<file path="src/rtl/jvm_arm_translator.sv">
// JVM bytecode to ARM template translator: fetches opcode/operands, pushes operands, walks a linked template ROM.
// Optional build macro JAT_OPERAND_PATCH_EN patches the imm12 field of flagged template words with the last operand.
module jvm_arm_translator #(
   parameter int          DATA_W      = 32,
   parameter int          ROM_ADDR_W  = 10,
   parameter int          OPERAND_W   = 16,
   parameter int          PCNT_W      = 3,
   parameter logic [7:0]  WIDE_OPCODE = 8'hC4
) (
   input  logic                  clk,
   input  logic                  rst_n,
   input  logic                  bc_valid,
   input  logic [7:0]            bc_data,
   output logic                  bc_ready,
   output logic [7:0]            lut_opcode,
   input  logic [PCNT_W-1:0]     lut_nparams,
   input  logic [ROM_ADDR_W-1:0] lut_tmpl_addr,
   output logic [ROM_ADDR_W-1:0] tmpl_addr,
   input  logic [DATA_W-1:0]     tmpl_word,
   input  logic [ROM_ADDR_W-1:0] tmpl_next,
   input  logic                  tmpl_patch,
   output logic                  opnd_valid,
   output logic [OPERAND_W-1:0]  opnd_data,
   input  logic                  opnd_ready,
   output logic                  arm_valid,
   output logic [DATA_W-1:0]     arm_word,
   input  logic                  arm_ready,
   output logic                  insn_done,
   output logic                  busy
);

   typedef enum logic [2:0] {
      S_FETCH_OP, S_DECODE, S_FETCH_PARAM, S_PUSH, S_EMIT_LOAD, S_EMIT_HOLD, S_DONE
   } state_t;

   state_t                state_q, state_d;
   logic                  wide_q, wide_d;
   logic                  phase_q, phase_d;
   logic [PCNT_W-1:0]     count_q, count_d;
   logic [ROM_ADDR_W-1:0] cur_q, cur_d;
   logic [ROM_ADDR_W-1:0] nxt_q, nxt_d;
   logic [7:0]            hi_q, hi_d;
   logic [7:0]            lut_opcode_q, lut_opcode_d;
   logic [OPERAND_W-1:0]  opnd_data_q, opnd_data_d;
   logic [DATA_W-1:0]     arm_word_q, arm_word_d;
   logic [DATA_W-1:0]     emit_word;

`ifdef JAT_OPERAND_PATCH_EN
   logic [11:0] last_opnd_q, last_opnd_d;

   always_comb begin
      emit_word = tmpl_word;
      if (tmpl_patch) emit_word[11:0] = last_opnd_q;
   end

   always_comb begin
      last_opnd_d = last_opnd_q;
      if (state_q == S_PUSH && opnd_ready) last_opnd_d = opnd_data_q[11:0];
      else if (state_q == S_DONE)         last_opnd_d = '0;
   end

   always_ff @(posedge clk or negedge rst_n) begin
      if (!rst_n) last_opnd_q <= '0;
      else        last_opnd_q <= last_opnd_d;
   end
`else
   logic unused_patch;
   assign unused_patch = tmpl_patch;
   assign emit_word    = tmpl_word;
`endif

   always_comb begin
      state_d      = state_q;
      wide_d       = wide_q;
      phase_d      = phase_q;
      count_d      = count_q;
      cur_d        = cur_q;
      nxt_d        = nxt_q;
      hi_d         = hi_q;
      lut_opcode_d = lut_opcode_q;
      opnd_data_d  = opnd_data_q;
      arm_word_d   = arm_word_q;
      case (state_q)
         S_FETCH_OP: begin
            if (bc_valid) begin
               lut_opcode_d = bc_data;
               state_d      = S_DECODE;
            end
         end
         S_DECODE: begin
            if (lut_opcode_q == WIDE_OPCODE) begin
               wide_d  = 1'b1;
               state_d = S_FETCH_OP;
            end else begin
               count_d = lut_nparams;
               cur_d   = lut_tmpl_addr;
               if (lut_nparams != '0)        state_d = S_FETCH_PARAM;
               else if (lut_tmpl_addr != '0) state_d = S_EMIT_LOAD;
               else                          state_d = S_DONE;
            end
         end
         S_FETCH_PARAM: begin
            if (bc_valid) begin
               if (!wide_q) begin
                  opnd_data_d = OPERAND_W'(bc_data);
                  state_d     = S_PUSH;
               end else if (!phase_q) begin
                  hi_d    = bc_data;
                  phase_d = 1'b1;
               end else begin
                  // wide operands arrive big-endian
                  opnd_data_d = OPERAND_W'({hi_q, bc_data});
                  phase_d     = 1'b0;
                  state_d     = S_PUSH;
               end
            end
         end
         S_PUSH: begin
            if (opnd_ready) begin
               count_d = count_q - PCNT_W'(1);
               if (count_q == PCNT_W'(1)) state_d = (cur_q != '0) ? S_EMIT_LOAD : S_DONE;
               else                       state_d = S_FETCH_PARAM;
            end
         end
         S_EMIT_LOAD: begin
            arm_word_d = emit_word;
            nxt_d      = tmpl_next;
            state_d    = S_EMIT_HOLD;
         end
         S_EMIT_HOLD: begin
            if (arm_ready) begin
               if (nxt_q == '0) state_d = S_DONE;
               else begin
                  cur_d   = nxt_q;
                  state_d = S_EMIT_LOAD;
               end
            end
         end
         S_DONE: begin
            wide_d  = 1'b0;
            phase_d = 1'b0;
            state_d = S_FETCH_OP;
         end
         default: state_d = S_FETCH_OP;
      endcase
   end

   always_ff @(posedge clk or negedge rst_n) begin
      if (!rst_n) begin
         state_q      <= S_FETCH_OP;
         wide_q       <= 1'b0;
         phase_q      <= 1'b0;
         count_q      <= '0;
         cur_q        <= '0;
         nxt_q        <= '0;
         hi_q         <= '0;
         lut_opcode_q <= '0;
         opnd_data_q  <= '0;
         arm_word_q   <= '0;
      end else begin
         state_q      <= state_d;
         wide_q       <= wide_d;
         phase_q      <= phase_d;
         count_q      <= count_d;
         cur_q        <= cur_d;
         nxt_q        <= nxt_d;
         hi_q         <= hi_d;
         lut_opcode_q <= lut_opcode_d;
         opnd_data_q  <= opnd_data_d;
         arm_word_q   <= arm_word_d;
      end
   end

   // cur_q doubles as the template ROM address register
   assign tmpl_addr  = cur_q;
   assign lut_opcode = lut_opcode_q;
   assign opnd_data  = opnd_data_q;
   assign arm_word   = arm_word_q;
   assign bc_ready   = (state_q == S_FETCH_OP) || (state_q == S_FETCH_PARAM);
   assign opnd_valid = (state_q == S_PUSH);
   assign arm_valid  = (state_q == S_EMIT_HOLD);
   assign insn_done  = (state_q == S_DONE);
   assign busy       = (state_q != S_FETCH_OP);

endmodule
</file>
<file path="config.mk">
export PLATFORM = sky130hd
export DESIGN_NAME = jvm_arm_translator
export DESIGN_NICKNAME = d
export VERILOG_FILES = /design/src/rtl/jvm_arm_translator.sv
export SDC_FILE = /design/constraint.sdc
export NUM_CORES = 1
export LEC_CHECK = 0
export ABC_AREA = 1
export CAP_MARGIN = 20
export CORE_UTILIZATION = 35
export CTS_BUF_LIST = sky130_fd_sc_hd__clkbuf_8
export DETAILED_ROUTE_END_ITERATION = 7
export PLACE_DENSITY = 0.64
export SLEW_MARGIN = 20
export SYNTH_ARGS = -nofsm -noshare
export SYNTH_HDL_FRONTEND = slang
export SYNTH_SLANG_ARGS = --single-unit
</file>
<file path="constraint.sdc">
create_clock -name clk -period 2.31 [get_ports clk]
set_input_delay 0.462 -clock clk [delete_from_list [all_inputs] [get_ports clk]]
set_output_delay 0.462 -clock clk [all_outputs]
set_load 0.1 [all_outputs]
</file>
=== After elaboration in Yosys (flattened, before gate mapping) ===
Index checks and enable logic that the tools add are counted.

* Add/subtract/negate cells: 1
* Equality and inequality tests: 18
* $lt $le $gt $ge: 0
* Div/mod/pow operators: 0
* Shift-type cells: 0
* Reductions and logical operators: 19
* Multiply operators: 0
* Multiplexer cells: 28
* Bitwise logic cells: 1

{| class="wikitable"
|+ Operators with widths
! cell !! number
|-
| 3-bit 2-to-1 mux || 11
|-
| 16-bit 2-to-1 mux || 2
|-
| 10-bit 2-to-1 mux || 3
|-
| 10-bit one-hot mux with 2 select lines || 1
|-
| 10-bit nonzero test || 2
|-
| 3-bit one-hot mux with 6 select lines || 1
|-
| 2-bit != test, second input constant || 6
|-
| 10-bit zero test || 1
|-
| 3-bit == test, second input constant || 3
|-
| 3-bit AND reduction || 3
|-
| 8-bit == test, second input constant || 1
|-
| 4-bit AND reduction || 2
|-
| 2-bit nonzero test || 4
|-
| 3-bit by 1-bit == test with 1-bit output, second input constant || 2
|-
| 3-bit by 2-bit == test with 1-bit output, second input constant || 2
|-
| 2-bit 2-to-1 mux || 3
|-
| 2-bit by 1-bit != test with 1-bit output, second input constant || 3
|-
| 3-bit one-hot mux with 2 select lines || 1
|-
| 3-bit nonzero test || 2
|-
| 5-bit AND reduction || 1
|-
| 1-bit 2-to-1 mux || 4
|-
| 1-bit one-hot mux with 2 select lines || 2
|-
| 2-bit AND reduction || 2
|-
| 3-bit zero test || 1
|-
| 4 further kinds || 4
|}

* Register bits after elaboration: 92
* Output and inout port bits: 71
* Memory bits (read-only): 0
* Memories kept: 0
* Bits in latches: 0
* RAM bits: 0

=== Longest topological paths before layout ===
Gate-level depths: netlist of the first run.

* Depth in word-level cells: 5
* Mapped depth: 10
* Gate-level depth less buffers: 9

=== Worst setup path after synthesis of the first run ===
OpenSTA, ideal clock, no wires.

* Kind: reg2out
* From: reg state_q[0]
* To: out insn_done
* Data arrival time: 1.917 ns
* Cell stages (with the launch flop): 4
* Buffers on the path: 0
* Setup slack: -0.069 ns
* Cell sequence: dfrtp_1 inv_1 nand2_1 nor2_1

* Word-level cells in the longest chain between the ends: 1

{| class="wikitable"
|+ RTL lines
! item !! RTL line !! text
|-
| start: declaration || 36 || <nowiki>state_t state_q, state_d;</nowiki>
|-
| start signal: assignment || 161 || <nowiki>state_q <= state_d;</nowiki>
|-
| 3-bit == test || 182 || <nowiki>assign insn_done = (state_q == S_DONE);</nowiki>
|-
| end: declaration || 28 || <nowiki>output logic insn_done,</nowiki>
|}

No other way between the ends.

=== Worst setup path after layout of the first run ===
* From: reg state_q[2]
* To: out opnd_valid

* Word-level cells in the longest chain between the ends: 1

{| class="wikitable"
|+ RTL lines
! item !! RTL line !! text
|-
| 3-bit by 2-bit == test with 1-bit output || 180 || <nowiki>assign opnd_valid = (state_q == S_PUSH);</nowiki>
|-
| end: declaration || 22 || <nowiki>output logic opnd_valid,</nowiki>
|}

No other way between the ends.

==> impl.org, run 1 <==
** Run status
- The run finished with clean final reports.

** Synthesis
- The commonest cells after synthesis are sky130_fd_sc_hd__nand2_1, sky130_fd_sc_hd__dfrtp_1, sky130_fd_sc_hd__mux2_2, sky130_fd_sc_hd__nor2_1, sky130_fd_sc_hd__o21ai_0.
- In the synthesized netlist, the number of instances is 399.
- Synthesis inferred 92 register bits.
- The share of synthesized area in the top cell type comes to 0.573.
- Counting flops with a built-in enable in the synthesized netlist gives 0.
- Top cells by area in the synthesized netlist :: sky130_fd_sc_hd__dfrtp_1, sky130_fd_sc_hd__mux2_2, sky130_fd_sc_hd__nand2_1
- Proportion of synthesized chip area in sequential cells :: 0.573
- Counting flops with an async set or reset pin after synthesis yields a share of 1.00.
- Synthesized area per cell :: 10.1 sq um
- Cell Area, Synth :: 4020 sq um
- The most used flip-flop cell after synthesis is sky130_fd_sc_hd__dfrtp_1.
- Yosys printed 0 warnings.
- sky130_fd_sc_hd__nand2_1 is the most common cell in the netlist.
- Synthesized net count :: 470
- Summed over all instances, the cell type with the most area after synthesis is sky130_fd_sc_hd__dfrtp_1.
- Yosys mapped the design onto 29 distinct sky130hd cell types.

** STA
- Period utilisation layout :: 0.876
- The worst pin sits at a relative slew slack of 0.628.
- Worst Tran Pin Value :: 0.558 ns
- Achievable Freq :: 494 MHz
- The final-report hold violation count was 0.
- Tmin final :: 2.02 ns
- Setup repair after global routing left no endpoint under its margin.
- The max-slew violation total from the final report is 0.
- Final setup violation count :: 0
- Worst Clk Skew :: 0.00931 ns
- Aggregate negative setup slack :: 0 ns

** Clock network
- Clock Latency Late Sink :: 0.35 ns
- The clock tree synthesis step divided the H-tree into 3 levels.
- Number of clock sinks seen by CTS :: 92
- Clock-pin slew was measured on the worst setup and hold paths at 0.09 ns.
- In this run, post-CTS repair resized a total of 0 instances.
- CTS tree :: yes
- Post-CTS timing repair inserted 0 buffers for setup.
- Buffers inserted to repair hold after CTS numbered 0.
- Clock tree synthesis selected as its root buffer the cell sky130_fd_sc_hd__clkbuf_8.
- The longest clock path from root to sink contains 2 buffers.
- Number of buffers added by the clock tree synthesis step :: 9

** Drt
- Vias after detailed routing :: 3175
- After detailed routing, the number of remaining DRC violations is 0.
- DRT iter0 DRCs :: 111
- In this run the remaining antenna-violating nets after routing total 0.
- The routed design has 9190 um of wire.
- For this run, the detailed router's first-pass iteration total came to 4.
- After detailed routing, the number of vias per cell comes to 4.64.
- Wire length per cell :: 13.4 um

** Floorplan
- Initial Util :: 0.364
- Core Rows :: 38
- The core region is 11000 sq um.
- The die covers 11900 sq um.
- The die is 109 um tall.
- Die X :: 109 um
- For this design the top-level I/O count stands at 140.

** Placement
- The congestion estimate from routability-driven global placement came to 0.793.
- DP Wirelength :: 7000 um
- Total of buffers placed on input and output ports :: 138
- Post-detailed-placement cell area :: 5430 sq um

** Worst setup path
- Along the worst path, the maximum fanout reaches 8.
- Sort of element at the start of the critical path :: flop
- CP Data Required Time :: 1.85 ns
- Worst setup path category :: flop to output port
- Slack of the worst reg-to-reg path :: 0.77 ns
- Data arrival time of the worst path :: 1.56 ns
- Element type at the critical path end :: output port

** Global route
- The first global-routing pass estimated 15000 um of wire.
- Global-route total usage across every layer :: 0.165
- Total grt overflow :: 0
- Pin count of the biggest net entering global routing :: 51
- The initial antenna violation count came to 0.
- Number of global-route vias before repair :: 3135

** Final layout
- For this run, the post-layout net count is 611.
- The repair_antennas step left the layout with diodes totalling 0.
- Fill cells in the final layout number 1028.
- Area of all placed cells without fillers :: 5630 sq um
- Fraction of layout cells with a size suffix above 1 :: 0.286
- Signed area change from the synthesized netlist to the final layout :: 40.0%

** Min path
- Worst min-delay path category :: input port to async pin

** Run
- Number of violations of the max-capacitance limit :: 0
[layer usage]
layer / share of wire / global-route usage / vias up
met2: 0.48 / 0.264 / 91
met3: 0.058 / 0.0406 / 13
met5: 0 / 0 / -
met4: 0.018 / 0.0753 / 0
met1: 0.44 / 0.211 / 1484
li1: - / - / 1587
[layout make-up]
type	count	area (sq um)	area share
inverters	33	126	0.0225
clock inverters	5	50.0	0.00889
flip-flops and latches	92	2300	0.409
clock buffers	11	151	0.0269
well taps	140	175	0.0311
multi-input cells	261	1500	0.266
repair buffers	143	1330	0.236
[logic make-up (layout without fill, tap and decap cells)]
kind of cell               Yosys count  count (layout)  share of synthesized area
AOI/OAI and AO/OA                   64              64                     0.0944
xor gates and xnor gates             1               1                    0.00218
adders and majority gates            2               2                    0.00623
buffers and inverters               46             192                     0.0567
DFF                                 92              92                      0.573
and+or+nand+nor                    159             159                      0.169
muxes                               35              35                     0.0981
[cells in the final DEF (no fill, tap or decap), types with 11 or more instances in the layout]
cell and n:
sky130_fd_sc_hd__nand3_1 19, sky130_fd_sc_hd__nor2_1 29, sky130_fd_sc_hd__buf_4 70, sky130_fd_sc_hd__clkdlybuf4s50_1 66, sky130_fd_sc_hd__dfrtp_1 92, sky130_fd_sc_hd__o21ai_0 28, sky130_fd_sc_hd__inv_1 27, sky130_fd_sc_hd__clkbuf_8 11
sky130_fd_sc_hd__mux2_2 35, sky130_fd_sc_hd__nand2_1 97
[final timing paths]
check                                            to                startpoint  depth (start not counted)
min reg2reg                opnd_data[9]$_DFFE_PN0P_  opnd_data[9]$_DFFE_PN0P_                          2
min                         arm_word[1]$_DFFE_PN0N_                     rst_n                          1
min in group clk           opnd_data[9]$_DFFE_PN0P_  opnd_data[9]$_DFFE_PN0P_                          2
max in group asynchronous    count_q[0]$_DFFE_PN0P_                     rst_n                          2
max                                      opnd_valid    state_q[2]$_DFFE_PN0P_                          4
max reg2reg                  state_q[0]$_DFFE_PN0P_    state_q[2]$_DFFE_PN0P_                          9
[sequential cells by signal (all words and copies together) (netlist names)]
name and count:
nxt_q 10, lut_opcode 8, opnd_data 16, phase_q 1
tmpl_addr 10, hi_q 8, count_q 3, state_q 3
arm_word 32, wide_q 1
[per-stage QoR]
stage	setup WS [ns]	std cells	hold slack, ns	util
2_1_floorplan	0.232	399	0.166	-
3_3_place_gp	0.555	669	0.467	0.492
3_5_place_dp	0.526	669	0.466	0.492
4_1_cts	0.256	685	0.106	0.510
5_1_grt	0.175	685	0.122	0.510
6_report	0.288	685	0.0918	0.510
[worst max-delay path, cell delays in order, from the launching register on]
cell and delay, ns:
sky130_fd_sc_hd__dfrtp_1 0.46, sky130_fd_sc_hd__inv_2 0.17, sky130_fd_sc_hd__nand3_1 0.17, sky130_fd_sc_hd__inv_2 0.20, sky130_fd_sc_hd__buf_12 0.20
Power of run 1 is not shown: default switching activity piles up to over one toggle a cycle in this logic, so the estimate is an artifact.
==> run 2: changes to the inputs <==
--- a/config.mk
+++ b/config.mk
@@ -11,6 +11,7 @@
 export CTS_BUF_LIST = sky130_fd_sc_hd__clkbuf_8
 export DETAILED_ROUTE_END_ITERATION = 7
 export PLACE_DENSITY = 0.64
+export SKIP_LAST_GASP = 1
 export SLEW_MARGIN = 20
 export SYNTH_ARGS = -nofsm -noshare
 export SYNTH_HDL_FRONTEND = slang
==> results of run 2 <==
No change in the layout: final DEF, timing and power equal those of run 1.
Power of run 2 is left out for the same reason.
==> edit (flow settings as in run 1) <==
Change the parameter `DATA_W` from 32 to 40.
--- a/src/rtl/jvm_arm_translator.sv
+++ b/src/rtl/jvm_arm_translator.sv
@@ -2,5 +2,5 @@
 // Optional build macro JAT_OPERAND_PATCH_EN patches the imm12 field of flagged template words with the last operand.
 module jvm_arm_translator #(
-   parameter int          DATA_W      = 32,
+   parameter int          DATA_W      = 40,
    parameter int          ROM_ADDR_W  = 10,
    parameter int          OPERAND_W   = 16,
Ports: changed (resized arm_word and tmpl_word); port bits go from 140 to 156. The function was not compared with the original's and may differ.
==> edit against run 1 <==
- synthesized area up 7.9%
- maximum frequency fell by 0.29%
- global-route usage is 0.14 points higher
- cell area grew 7.7%
- setup slack lost 0.0059 ns
- sequential share of layout area increased by 0.37 points
- critical endpoint is now arm_valid
- sequential cell count grew 8
- routed wire length is 11% higher
Power is not shown: default switching activity piles up to over one toggle a cycle in this logic, so the estimate is an artifact.
==> edit: results (changes against run 1) <==
stage,metric,value,unit,change
final_layout,nets,653,,+6.9%
sta,relSlewSlack,0.5191,,-0.1090
logic_synthesis,avgSynthCellArea,10.40,sq um,+3.3%
logic_synthesis,synthXorXnorAreaFrac,0,,-0.002180
logic_synthesis,yosys-top-cells-area,"dfrtp_1 58%, nand2_1 8.7%, mux2_2 7.0%, mux2_4 3.5%, o21ai_0 3.0%",,
detailed_routing,drt_iter0_drc,146,,+32%
clock_tree,holdBufCountCts,1,,+1
sta,setup_ws,0.2817,ns,-0.005899 ns
detailed_routing,wl_per_cell,13.66,um,+1.9%
worst_setup_path,slowest_stage,dfrtp_1,,
run_status,outcome,finished clean,,
sta,finClkSkew,0.007996,ns,-0.001318 ns
worst_setup_path,crit_end,arm_valid,,
logic_synthesis,synth.mux.area_fraction,0.1203,,+0.02221
worst_setup_path,r2r_end,arm_word[13],,
logic_synthesis,seq_area_frac_synth,0.5770,,+0.004004
detailed_routing,routed_wl,10190,um,+11%
logic_synthesis,synth_compound_area_frac,0.08800,,-0.006365
worst_setup_path,crit_path_max_fanout,20,,+12
logic_synthesis,synth-edff-count,0,,unchanged
clock_tree,ctsHtreeMaxLevel,3,,unchanged
placement,place_congestion,0.8062,,+1.6%
final_layout,drive_above_1_share,0.2785,,-0.007692
detailed_routing,vias,3413,,+7.5%
placement,post-place-ws,0.4669,ns,-0.05910 ns
clock_tree,clk_pin_slew,0.09,ns,about the same
worst_setup_path,regToRegSetupSlack,0.56,ns,-0.21 ns
logic_synthesis,synth_fa_ha_area_frac,0.005770,,-0.0004582
logic_synthesis,yosys-top-cells-count,"100 x dfrtp_1, 100 x nand2_1, 31 x nor2_1, 27 x inv_1, 27 x mux2_2",,
grt,grt_pass1_wl,16570,um,+10%
placement,dpl_cell_area,5899,sq um,+8.7%
placement,port-buffer-count,154,,+12%
logic_synthesis,synth_nets,496,,+5.5%
placement,dp_cells,730,,+9.1%
sta,hold_slack,0.4851,ns,+0.3934 ns
grt,track_usage,0.1667,,+0.001408
grt,grt_max_degree,61,,+20%
placement,place_hpwl,7599,um,+8.5%
worst_setup_path,startpoint,state_q[1],,
edit: kinds of logic (layout without fill, tap and decap cells):
group / count (synthesis) / in the layout
AND/OR/NAND/NOR: 161 / 161
flip-flops: 100 / 100
AO/OA/AOI/OAI: 64 / 64
buffers and inverters: 47 / 208
multiplexers: 43 / 43
adder cells (fa/ha/maj): 2 / 2
edit: layer usage:
layer  global-route usage  share of wire  up-vias
li1                     -              -     1670
met1               0.2109           0.45     1629
met2               0.2716           0.48      102
met3              0.03428          0.051       12
met4              0.08421          0.020        0
met5                    0              0        -
edit: worst register-to-register path, cell delays in order, from the launching register on:
cell     delay [ns]
dfrtp_1        0.46
nor2_1         0.10
nand2_2        0.06
buf_4          0.55
mux2_2         0.47
edit: layout make-up:
type | instances | area [sq um]
repair buffers | 160 | 1464
multi-input cells | 270 | 1609
fillers | 1135 | 6001
well taps | 168 | 210.2
flip-flops and latches | 100 | 2502
clock inverters | 6 | 27.53
clock buffers | 9 | 123.9
inverters | 33 | 123.9
